==> src/rtl/ext_intr_if.sv <==
// ----------------------------------------------------------------------------
// ext_intr_if
//   Processor-side bundle of the external-interrupt conditioner.
//
//   Signals:
//     intr_ack       [1:0] INTERRUPT_0 acknowledge (01 = accepted, 10 = return)
//     clr_overrun          single-cycle pulse clearing the overrun flag
//     external_intrp       level interrupt request to the processor
//     event_count    [7:0] saturating count of accepted interrupts
//     overrun              sticky "event lost while busy" flag
//
//   Modports:
//     master  processor / host side (drives acknowledge and clear)
//     slave   conditioner side (drives request, count and flag)
// ----------------------------------------------------------------------------
interface ext_intr_if;
  logic [1:0] intr_ack;
  logic       clr_overrun;
  logic       external_intrp;
  logic [7:0] event_count;
  logic       overrun;

  modport master (
    output intr_ack,
    output clr_overrun,
    input  external_intrp,
    input  event_count,
    input  overrun
  );

  modport slave (
    input  intr_ack,
    input  clr_overrun,
    output external_intrp,
    output event_count,
    output overrun
  );
endinterface

==> src/rtl/ext_intr_conditioner.sv <==
// ----------------------------------------------------------------------------
// ext_intr_conditioner
//   Turns a raw, bouncing external line into a level interrupt request for the
//   processor's INTERRUPT_0 port. The line is synchronised (two flops),
//   debounced (DEBOUNCE_CYCLES stable cycles), edge-detected, and then held as
//   a request until the processor acknowledges and returns from its handler.
//   Accepted events are counted (saturating); events that arrive while a
//   request is outstanding or being serviced set a sticky overrun flag.
//
//   Ports:
//     sys_clk   system clock, all logic on its rising edge
//     ext_rst   synchronous active-high reset
//     btn_raw   asynchronous raw external line
//     bus       ext_intr_if.slave: intr_ack, clr_overrun in;
//               external_intrp, event_count, overrun out
//     btn_db    debounced level, for observation
//
//   Latency from the first sys_clk edge that samples a new btn_raw level to
//   external_intrp high is DEBOUNCE_CYCLES+4 cycles:
//   2 (synchroniser) + DEBOUNCE_CYCLES (debounce) + 1 (edge) + 1 (FSM).
//   DEBOUNCE_CYCLES must be at least 2.
// ----------------------------------------------------------------------------
module ext_intr_conditioner #(
  parameter int unsigned DEBOUNCE_CYCLES = 1000000,
  parameter bit          RISING_EDGE     = 1'b1,
  parameter int unsigned CNT_W           = $clog2(DEBOUNCE_CYCLES)
) (
  input  logic             sys_clk,
  input  logic             ext_rst,
  input  logic             btn_raw,
  ext_intr_if.slave        bus,
  output logic             btn_db
);

  typedef enum logic [1:0] {
    IDLE       = 2'd0,
    PENDING    = 2'd1,
    IN_SERVICE = 2'd2
  } state_e;

  localparam logic [CNT_W-1:0] CNT_MAX = CNT_W'(DEBOUNCE_CYCLES - 1);

  // Synchroniser and debounce
  logic             s1_q, s1_d;
  logic             s2_q, s2_d;
  logic [CNT_W-1:0] cnt_q, cnt_d;
  logic             db_q, db_d;

  // Edge detect
  logic             db_dly_q, db_dly_d;
  logic             edge_q, edge_d;

  // Interrupt FSM and its registered outputs
  state_e           state_q, state_d;
  logic             intrp_q, intrp_d;
  logic [7:0]       count_q, count_d;
  logic             overrun_q, overrun_d;

  // NOTE: every signal assigned in this block gets a default at the top, so no
  // path can leave it unassigned and infer a latch.
  always_comb begin
    s1_d      = btn_raw;
    s2_d      = s1_q;
    cnt_d     = cnt_q;
    db_d      = db_q;
    db_dly_d  = db_q;
    state_d   = state_q;
    intrp_d   = intrp_q;
    count_d   = count_q;
    overrun_d = overrun_q;

    // Debounce: any sample that matches the accepted level restarts the count,
    // so only an uninterrupted run of DEBOUNCE_CYCLES differing samples flips it.
    if (s2_q == db_q) begin
      cnt_d = '0;
    end else if (cnt_q == CNT_MAX) begin
      db_d  = s2_q;
      cnt_d = '0;
    end else begin
      cnt_d = cnt_q + 1'b1;
    end

    edge_d = RISING_EDGE ? (db_q & ~db_dly_q) : (~db_q & db_dly_q);

    // Clear first, so an overrun-setting edge below in the same cycle wins.
    if (bus.clr_overrun) begin
      overrun_d = 1'b0;
    end

    case (state_q)
      IDLE: begin
        if (edge_q) begin
          state_d = PENDING;
          intrp_d = 1'b1;
          if (count_q != 8'hFF) begin
            count_d = count_q + 8'd1;
          end
        end
      end

      PENDING: begin
        if (edge_q) begin
          overrun_d = 1'b1;
        end
        if (bus.intr_ack == 2'b01) begin
          state_d = IN_SERVICE;
          intrp_d = 1'b0;
        end
      end

      IN_SERVICE: begin
        // An edge in the cycle we leave for IDLE is still lost: it is judged
        // against the current state, not the next one.
        if (edge_q) begin
          overrun_d = 1'b1;
        end
        if (bus.intr_ack == 2'b10) begin
          state_d = IDLE;
        end
      end

      default: begin
        state_d = IDLE;
        intrp_d = 1'b0;
      end
    endcase
  end

  // NOTE: state is updated with non-blocking assignments so every flop samples
  // the values from before this clock edge, independent of statement order.
  always_ff @(posedge sys_clk) begin
    if (ext_rst) begin
      s1_q      <= 1'b0;
      s2_q      <= 1'b0;
      cnt_q     <= '0;
      db_q      <= 1'b0;
      db_dly_q  <= 1'b0;
      edge_q    <= 1'b0;
      state_q   <= IDLE;
      intrp_q   <= 1'b0;
      count_q   <= 8'h00;
      overrun_q <= 1'b0;
    end else begin
      s1_q      <= s1_d;
      s2_q      <= s2_d;
      cnt_q     <= cnt_d;
      db_q      <= db_d;
      db_dly_q  <= db_dly_d;
      edge_q    <= edge_d;
      state_q   <= state_d;
      intrp_q   <= intrp_d;
      count_q   <= count_d;
      overrun_q <= overrun_d;
    end
  end

  assign bus.external_intrp = intrp_q;
  assign bus.event_count    = count_q;
  assign bus.overrun        = overrun_q;
  assign btn_db             = db_q;

endmodule

==> src/flat_wrapper.sv <==
// flat-port wrapper written by rule: the top's interface ports become plain ports
module ext_intr_conditioner_flat 
#(
  parameter int unsigned DEBOUNCE_CYCLES = 1000000,
  parameter bit          RISING_EDGE     = 1'b1,
  parameter int unsigned CNT_W           = $clog2(DEBOUNCE_CYCLES)
)
  (sys_clk, ext_rst, btn_raw, btn_db, bus_intr_ack, bus_clr_overrun, bus_external_intrp, bus_event_count, bus_overrun);
  ext_intr_if bus_i ();
  input  logic sys_clk;
  input  logic ext_rst;
  input  logic btn_raw;
  output logic btn_db;
  input wire logic [$bits(bus_i.intr_ack)-1:0] bus_intr_ack;
  input wire logic [$bits(bus_i.clr_overrun)-1:0] bus_clr_overrun;
  output wire logic [$bits(bus_i.external_intrp)-1:0] bus_external_intrp;
  output wire logic [$bits(bus_i.event_count)-1:0] bus_event_count;
  output wire logic [$bits(bus_i.overrun)-1:0] bus_overrun;
  assign bus_i.intr_ack = bus_intr_ack;
  assign bus_i.clr_overrun = bus_clr_overrun;
  assign bus_external_intrp = bus_i.external_intrp;
  assign bus_event_count = bus_i.event_count;
  assign bus_overrun = bus_i.overrun;
  ext_intr_conditioner #(.DEBOUNCE_CYCLES(DEBOUNCE_CYCLES), .RISING_EDGE(RISING_EDGE), .CNT_W(CNT_W)) u_core (.sys_clk(sys_clk), .ext_rst(ext_rst), .btn_raw(btn_raw), .bus(bus_i), .btn_db(btn_db));
endmodule
==> config.mk <==
export PLATFORM = sky130hd
export DESIGN_NAME = ext_intr_conditioner_flat
export DESIGN_NICKNAME = d
export VERILOG_FILES = /design/src/rtl/ext_intr_if.sv /design/src/rtl/ext_intr_conditioner.sv /design/src/flat_wrapper.sv
export SDC_FILE = /design/constraint.sdc
export NUM_CORES = 1
export LEC_CHECK = 0
export CAP_MARGIN = 20
export CORE_ASPECT_RATIO = 1.75
export CORE_MARGIN = 1.5
export CORE_UTILIZATION = 59
export CTS_CLUSTER_SIZE = 28
export DETAILED_ROUTE_END_ITERATION = 12
export MAX_ROUTING_LAYER = met4
export PLACE_DENSITY = 0.8
export SYNTH_ARGS = -nofsm -noshare
export SYNTH_HDL_FRONTEND = slang
export SYNTH_SLANG_ARGS = --single-unit
==> constraint.sdc <==
create_clock -name sys_clk -period 2.9 [get_ports sys_clk]
set_clock_uncertainty 0.15 [all_clocks]
set_input_delay 0.29 -clock sys_clk [delete_from_list [all_inputs] [get_ports sys_clk]]
set_output_delay 0.29 -clock sys_clk [all_outputs]
set_load 0.02 [all_outputs]
==> results.txt <==
The logs give 37 for the number of clock sinks and 4 for the detailed-router iteration count before antenna repair. The dominant combinational cell family by area after synthesis was simple AND/OR/NAND/NOR gates. Routability-driven placement finished with a final weighted congestion of 0.892. The combinational cell fraction of total power is 2.1%.

Of the total synthesized cell area, the portion taken by XOR and XNOR cells is 12.7%. By area the synthesized netlist is led by sky130_fd_sc_hd__dfxtp_1 45%, sky130_fd_sc_hd__nor2_1 8.4%, sky130_fd_sc_hd__xnor2_1 6.9%, sky130_fd_sc_hd__xor2_1 5.8%, sky130_fd_sc_hd__ha_1 4.5%. The all-layer global routing usage was 24.2%; the total routed wirelength was 3150 um. During I/O placement, the number of pins put on the boundary was 17. In the synthesized netlist the async set-or-reset flop fraction comes to 0%. The number of warnings reported in the yosys synthesis log came out at 0.

The setup path with the least slack is of type reg2reg. The post-route standard cell area excluding fillers is 1900 um^2, and the count of buffers from port buffering is 16. Summing the sequential cell areas from Yosys gives 44.7% of the chip area.

Clock-pin slew was measured on the worst setup and hold paths at 0.07 ns. Across the run, the number of max-cap violations was 0. The clock tree synthesis step divided the H-tree into 2 levels. The proportion of layout cells with a drive suffix above 1 came out at 7.35%.

STA classifies the critical path endpoint as a register. In this run, post-CTS hold repair placed 0 buffers. The floorplan step set the die width to 43.1 um.

The run gives 0 as the post-CTS repair timing setup buffer count. Total number of placement rows: 25. The number of clock buffers added by TritonCTS is 5. After Yosys synthesis, and, or, nand and nor cells account for 28.3% of the synthesized area. After the first detailed-routing iteration, the DRC count stood at 24.

The slowest stage of the critical path belongs to the cell sky130_fd_sc_hd__or2_1. The required time of the worst setup path was 2.90 ns. The final number of max-transition violations is 0.

Clock tree synthesis selected as its root buffer the cell sky130_fd_sc_hd__clkbuf_8. Summing all multi-input logic gate instances after layout gives 856 um^2. The critical register-to-register path startpoint was u_core.cnt_q[0]$_SDFF_PP0_. Multiplexer cells account for 1.81% of the synthesized area. Flip-flop cell with the highest count after synthesis: sky130_fd_sc_hd__dfxtp_1.

Counting every net in the synthesized netlist gives 194. The internal power of the cells totals 690 uW. The quantity of gates resized following cts was 0; the switching power share of the total was 20.4%. The later pin in the worst-skew pair is clocked with a latency of 0.29 ns.

The die area was 3150 um^2. For the arrival time of data at the critical path endpoint, the log shows 2.15 ns. The number of flops mapped to enable cells by yosys was 0; the delay of the slowest critical-path stage was 0.53 ns. For the peak clock frequency supported by timing, the log shows 0.465 GHz. The register-to-register path setup slack is 0.75 ns, and the initial cell density of the core is 61.6%. The category of the worst setup path launch point was a register. Entering global routing, the biggest net connects 19 pins.

The tools report the detailed placer's ending HPWL as 2370 um. TritonCTS built the clock tree. The cell area after synthesis is 1660 um^2, and the setup TNS is 0 ns. Setup repair after global routing left no endpoint under its margin. Counting every instance in the synthesized netlist gives 182. The top-area cell type share of the netlist area came out at 44.7%. The region available for standard cell placement spans 2690 um^2. The final period utilization was 74.2%; the global-route congestion overflow total was 0.

After layout, the minimum clock period comes to 2.15 ns. The run gives 0 as the detailed-route DRC error count. The critical path starts at u_core.cnt_q[0]$_SDFF_PP0_. The number of global-route vias before repair is 1280. After synthesis, the netlist uses 33 different library cells. The run gives 0 as the number of diodes. Measured against its own limit, the worst slew margin works out to 59.7%. Setup violations remaining at the end of the flow were counted as 0. The ratio of routed vias to standard cells was 5.57; the post-synthesis compound-gate area fraction was 4.30%.

The synthesized design spends more area on one cell type than any other, namely sky130_fd_sc_hd__dfxtp_1. In this run the cell area measured after placement is 1820 um^2. After Yosys synthesis, full adders, half adders and majority gates account for 4.53% of the synthesized area. The number of hold-slack violations in the final timing report came out at 0.

The first global-routing pass estimated 5400 um of wire. At the pin with the least slew margin, the transition time is 0.604 ns. Traced cell by cell, the critical path runs through ha_1 -> and4_4 -> nand2_4 -> nor4_4 -> or2_1 -> nor2_1. Path category of the worst min-delay check: reg2reg.

Final-layout fill cell count: 211. Once detail routing completed, the nets flagged for antenna violations numbered 0. The clock passes through at most 2 buffers.

The flow ran to the end, and the final reports show no timing, DRC or antenna violations. Switching power: 177 uW. Summing all flip-flop and latch instances after layout gives 741 um^2. The worst hold path begins at u_core.db_dly_q$_SDFF_PP0_.

For the total via count in the routed design, the log shows 1286. The number of antenna violations at the first check in global routing was 0; the register bit total from synthesis was 37. After detailed routing, the average wire length per cell comes to 13.6 um.

IR analysis of the VDD net gives a maximum drop of 0.477 mV. Relative to the synthesized area, the layout overhead comes to 14.9%. The share of total power dissipated in sequential elements is 58.9%. The tools report the leakage power as 0.000689 uW. The commonest cells after synthesis are 37 x sky130_fd_sc_hd__dfxtp_1, 37 x sky130_fd_sc_hd__nor2_1, 13 x sky130_fd_sc_hd__xnor2_1. The height of the die was 73.1 um.

The tools report the final-stage net count as 215. The synthesized area divided by synthesized cell count was 9.11 um^2. For this design the ratio of total power to cell area is 455 nW/um^2. Of all nets on the critical path, the largest fanout is 18. The clock network accounts for 39.0% of the total power.
routing by layer:
layer,routed length (um),GRT usage [%]
met1,1140,21.0
met2,1750,44.1
met3,130,6.93
met4,127,14.8
met5,0,-
kinds of logic (layout without fill, tap and decap cells):
family / after synthesis / in the layout
adder cells (fa/ha/maj): 6 / 6
XOR/XNOR: 24 / 24
buffers and inverters: 10 / 32
AND/OR/NAND/NOR: 90 / 90
multiplexers: 3 / 3
AO/OA/AOI/OAI: 12 / 12
flip-flops: 37 / 37
worst max-delay path: cells and delay by family (launching register included):
| family | cells | cell delay [ns] |
|---|---|---|
| adder cells (fa/ha/maj) | 1 | 0.22 |
| flip-flops | 1 | 0.37 |
| AND/OR/NAND/NOR | 5 | 1.26 |
per-stage QoR:
stage | total power (uW) | setup slack (ns) | utilization [%] | std cells | hold slack, ns
6_report | 867 | 0.748 | 70.8 | 231 | 0.242
2_1_floorplan | 531 | 1.09 | - | 182 | 0.209
3_3_place_gp | 539 | 0.832 | 67.8 | 223 | 0.225
5_1_grt | 898 | 0.565 | 70.8 | 231 | 0.260
3_5_place_dp | 540 | 0.713 | 67.8 | 223 | 0.234
4_1_cts | 876 | 0.713 | 70.8 | 231 | 0.247
power groups by stage:
stage	Sequential [uW]	Combinational [uW]	Clock (uW)
floorplan	522	9.59	0
global placement	522	17.4	0
detailed placement	522	18.2	0
CTS	511	18.3	347
global route	510	19.7	368
finish	511	18.2	338
cells in the final DEF (no fill, tap or decap):
cell / n
sky130_fd_sc_hd__a211oi_1: 1
sky130_fd_sc_hd__a21oi_1: 6
sky130_fd_sc_hd__and3_2: 1
sky130_fd_sc_hd__and4_2: 1
sky130_fd_sc_hd__and4_4: 1
sky130_fd_sc_hd__buf_4: 1
sky130_fd_sc_hd__clkbuf_1: 3
sky130_fd_sc_hd__clkbuf_8: 5
sky130_fd_sc_hd__clkdlybuf4s50_1: 16
sky130_fd_sc_hd__dfxtp_1: 37
sky130_fd_sc_hd__ha_1: 6
sky130_fd_sc_hd__inv_1: 7
sky130_fd_sc_hd__mux2i_1: 3
sky130_fd_sc_hd__nand2_1: 10
sky130_fd_sc_hd__nand2_4: 1
sky130_fd_sc_hd__nand2b_1: 4
sky130_fd_sc_hd__nand3_1: 12
sky130_fd_sc_hd__nand3b_1: 1
sky130_fd_sc_hd__nand4_1: 4
sky130_fd_sc_hd__nand4_2: 1
sky130_fd_sc_hd__nor2_1: 37
sky130_fd_sc_hd__nor2b_1: 3
sky130_fd_sc_hd__nor3_1: 6
sky130_fd_sc_hd__nor3b_2: 1
sky130_fd_sc_hd__nor4_1: 2
sky130_fd_sc_hd__nor4_4: 1
sky130_fd_sc_hd__o211ai_2: 1
sky130_fd_sc_hd__o21ai_0: 3
sky130_fd_sc_hd__o22ai_1: 1
sky130_fd_sc_hd__or2_1: 1
sky130_fd_sc_hd__or2b_2: 1
sky130_fd_sc_hd__or3_1: 2
sky130_fd_sc_hd__xnor2_1: 13
sky130_fd_sc_hd__xor2_1: 11
sequential cells by signal, summed over array words and instances (netlist names):
register	flops
u_core.s2_q	1
u_core.db_dly_q	1
u_core.edge_q	1
u_core.bus.event_count	8
u_core.s1_q	1
u_core.bus.overrun	1
u_core.bus.external_intrp	1
u_core.btn_db	1
u_core.cnt_q	20
u_core.state_q	2
final timing paths:
check | end | cells after the start
setup reg to reg | u_core.cnt_q[3]$_SDFF_PP0_ | 6
hold reg to reg | u_core.edge_q$_SDFF_PP0_ | 1
hold / removal | u_core.edge_q$_SDFF_PP0_ | 1
setup / recovery | u_core.cnt_q[3]$_SDFF_PP0_ | 6
final cells by class:
class,count,area share (%)
Inverter,7,1.38
Sequential cell,37,38.9
Tap cell,27,1.77
Timing Repair Buffer,17,8.80
Clock buffer,8,4.20
Multi-Input combinational cell,135,44.9
No activity file was read; power rests on OpenSTA's default activity.
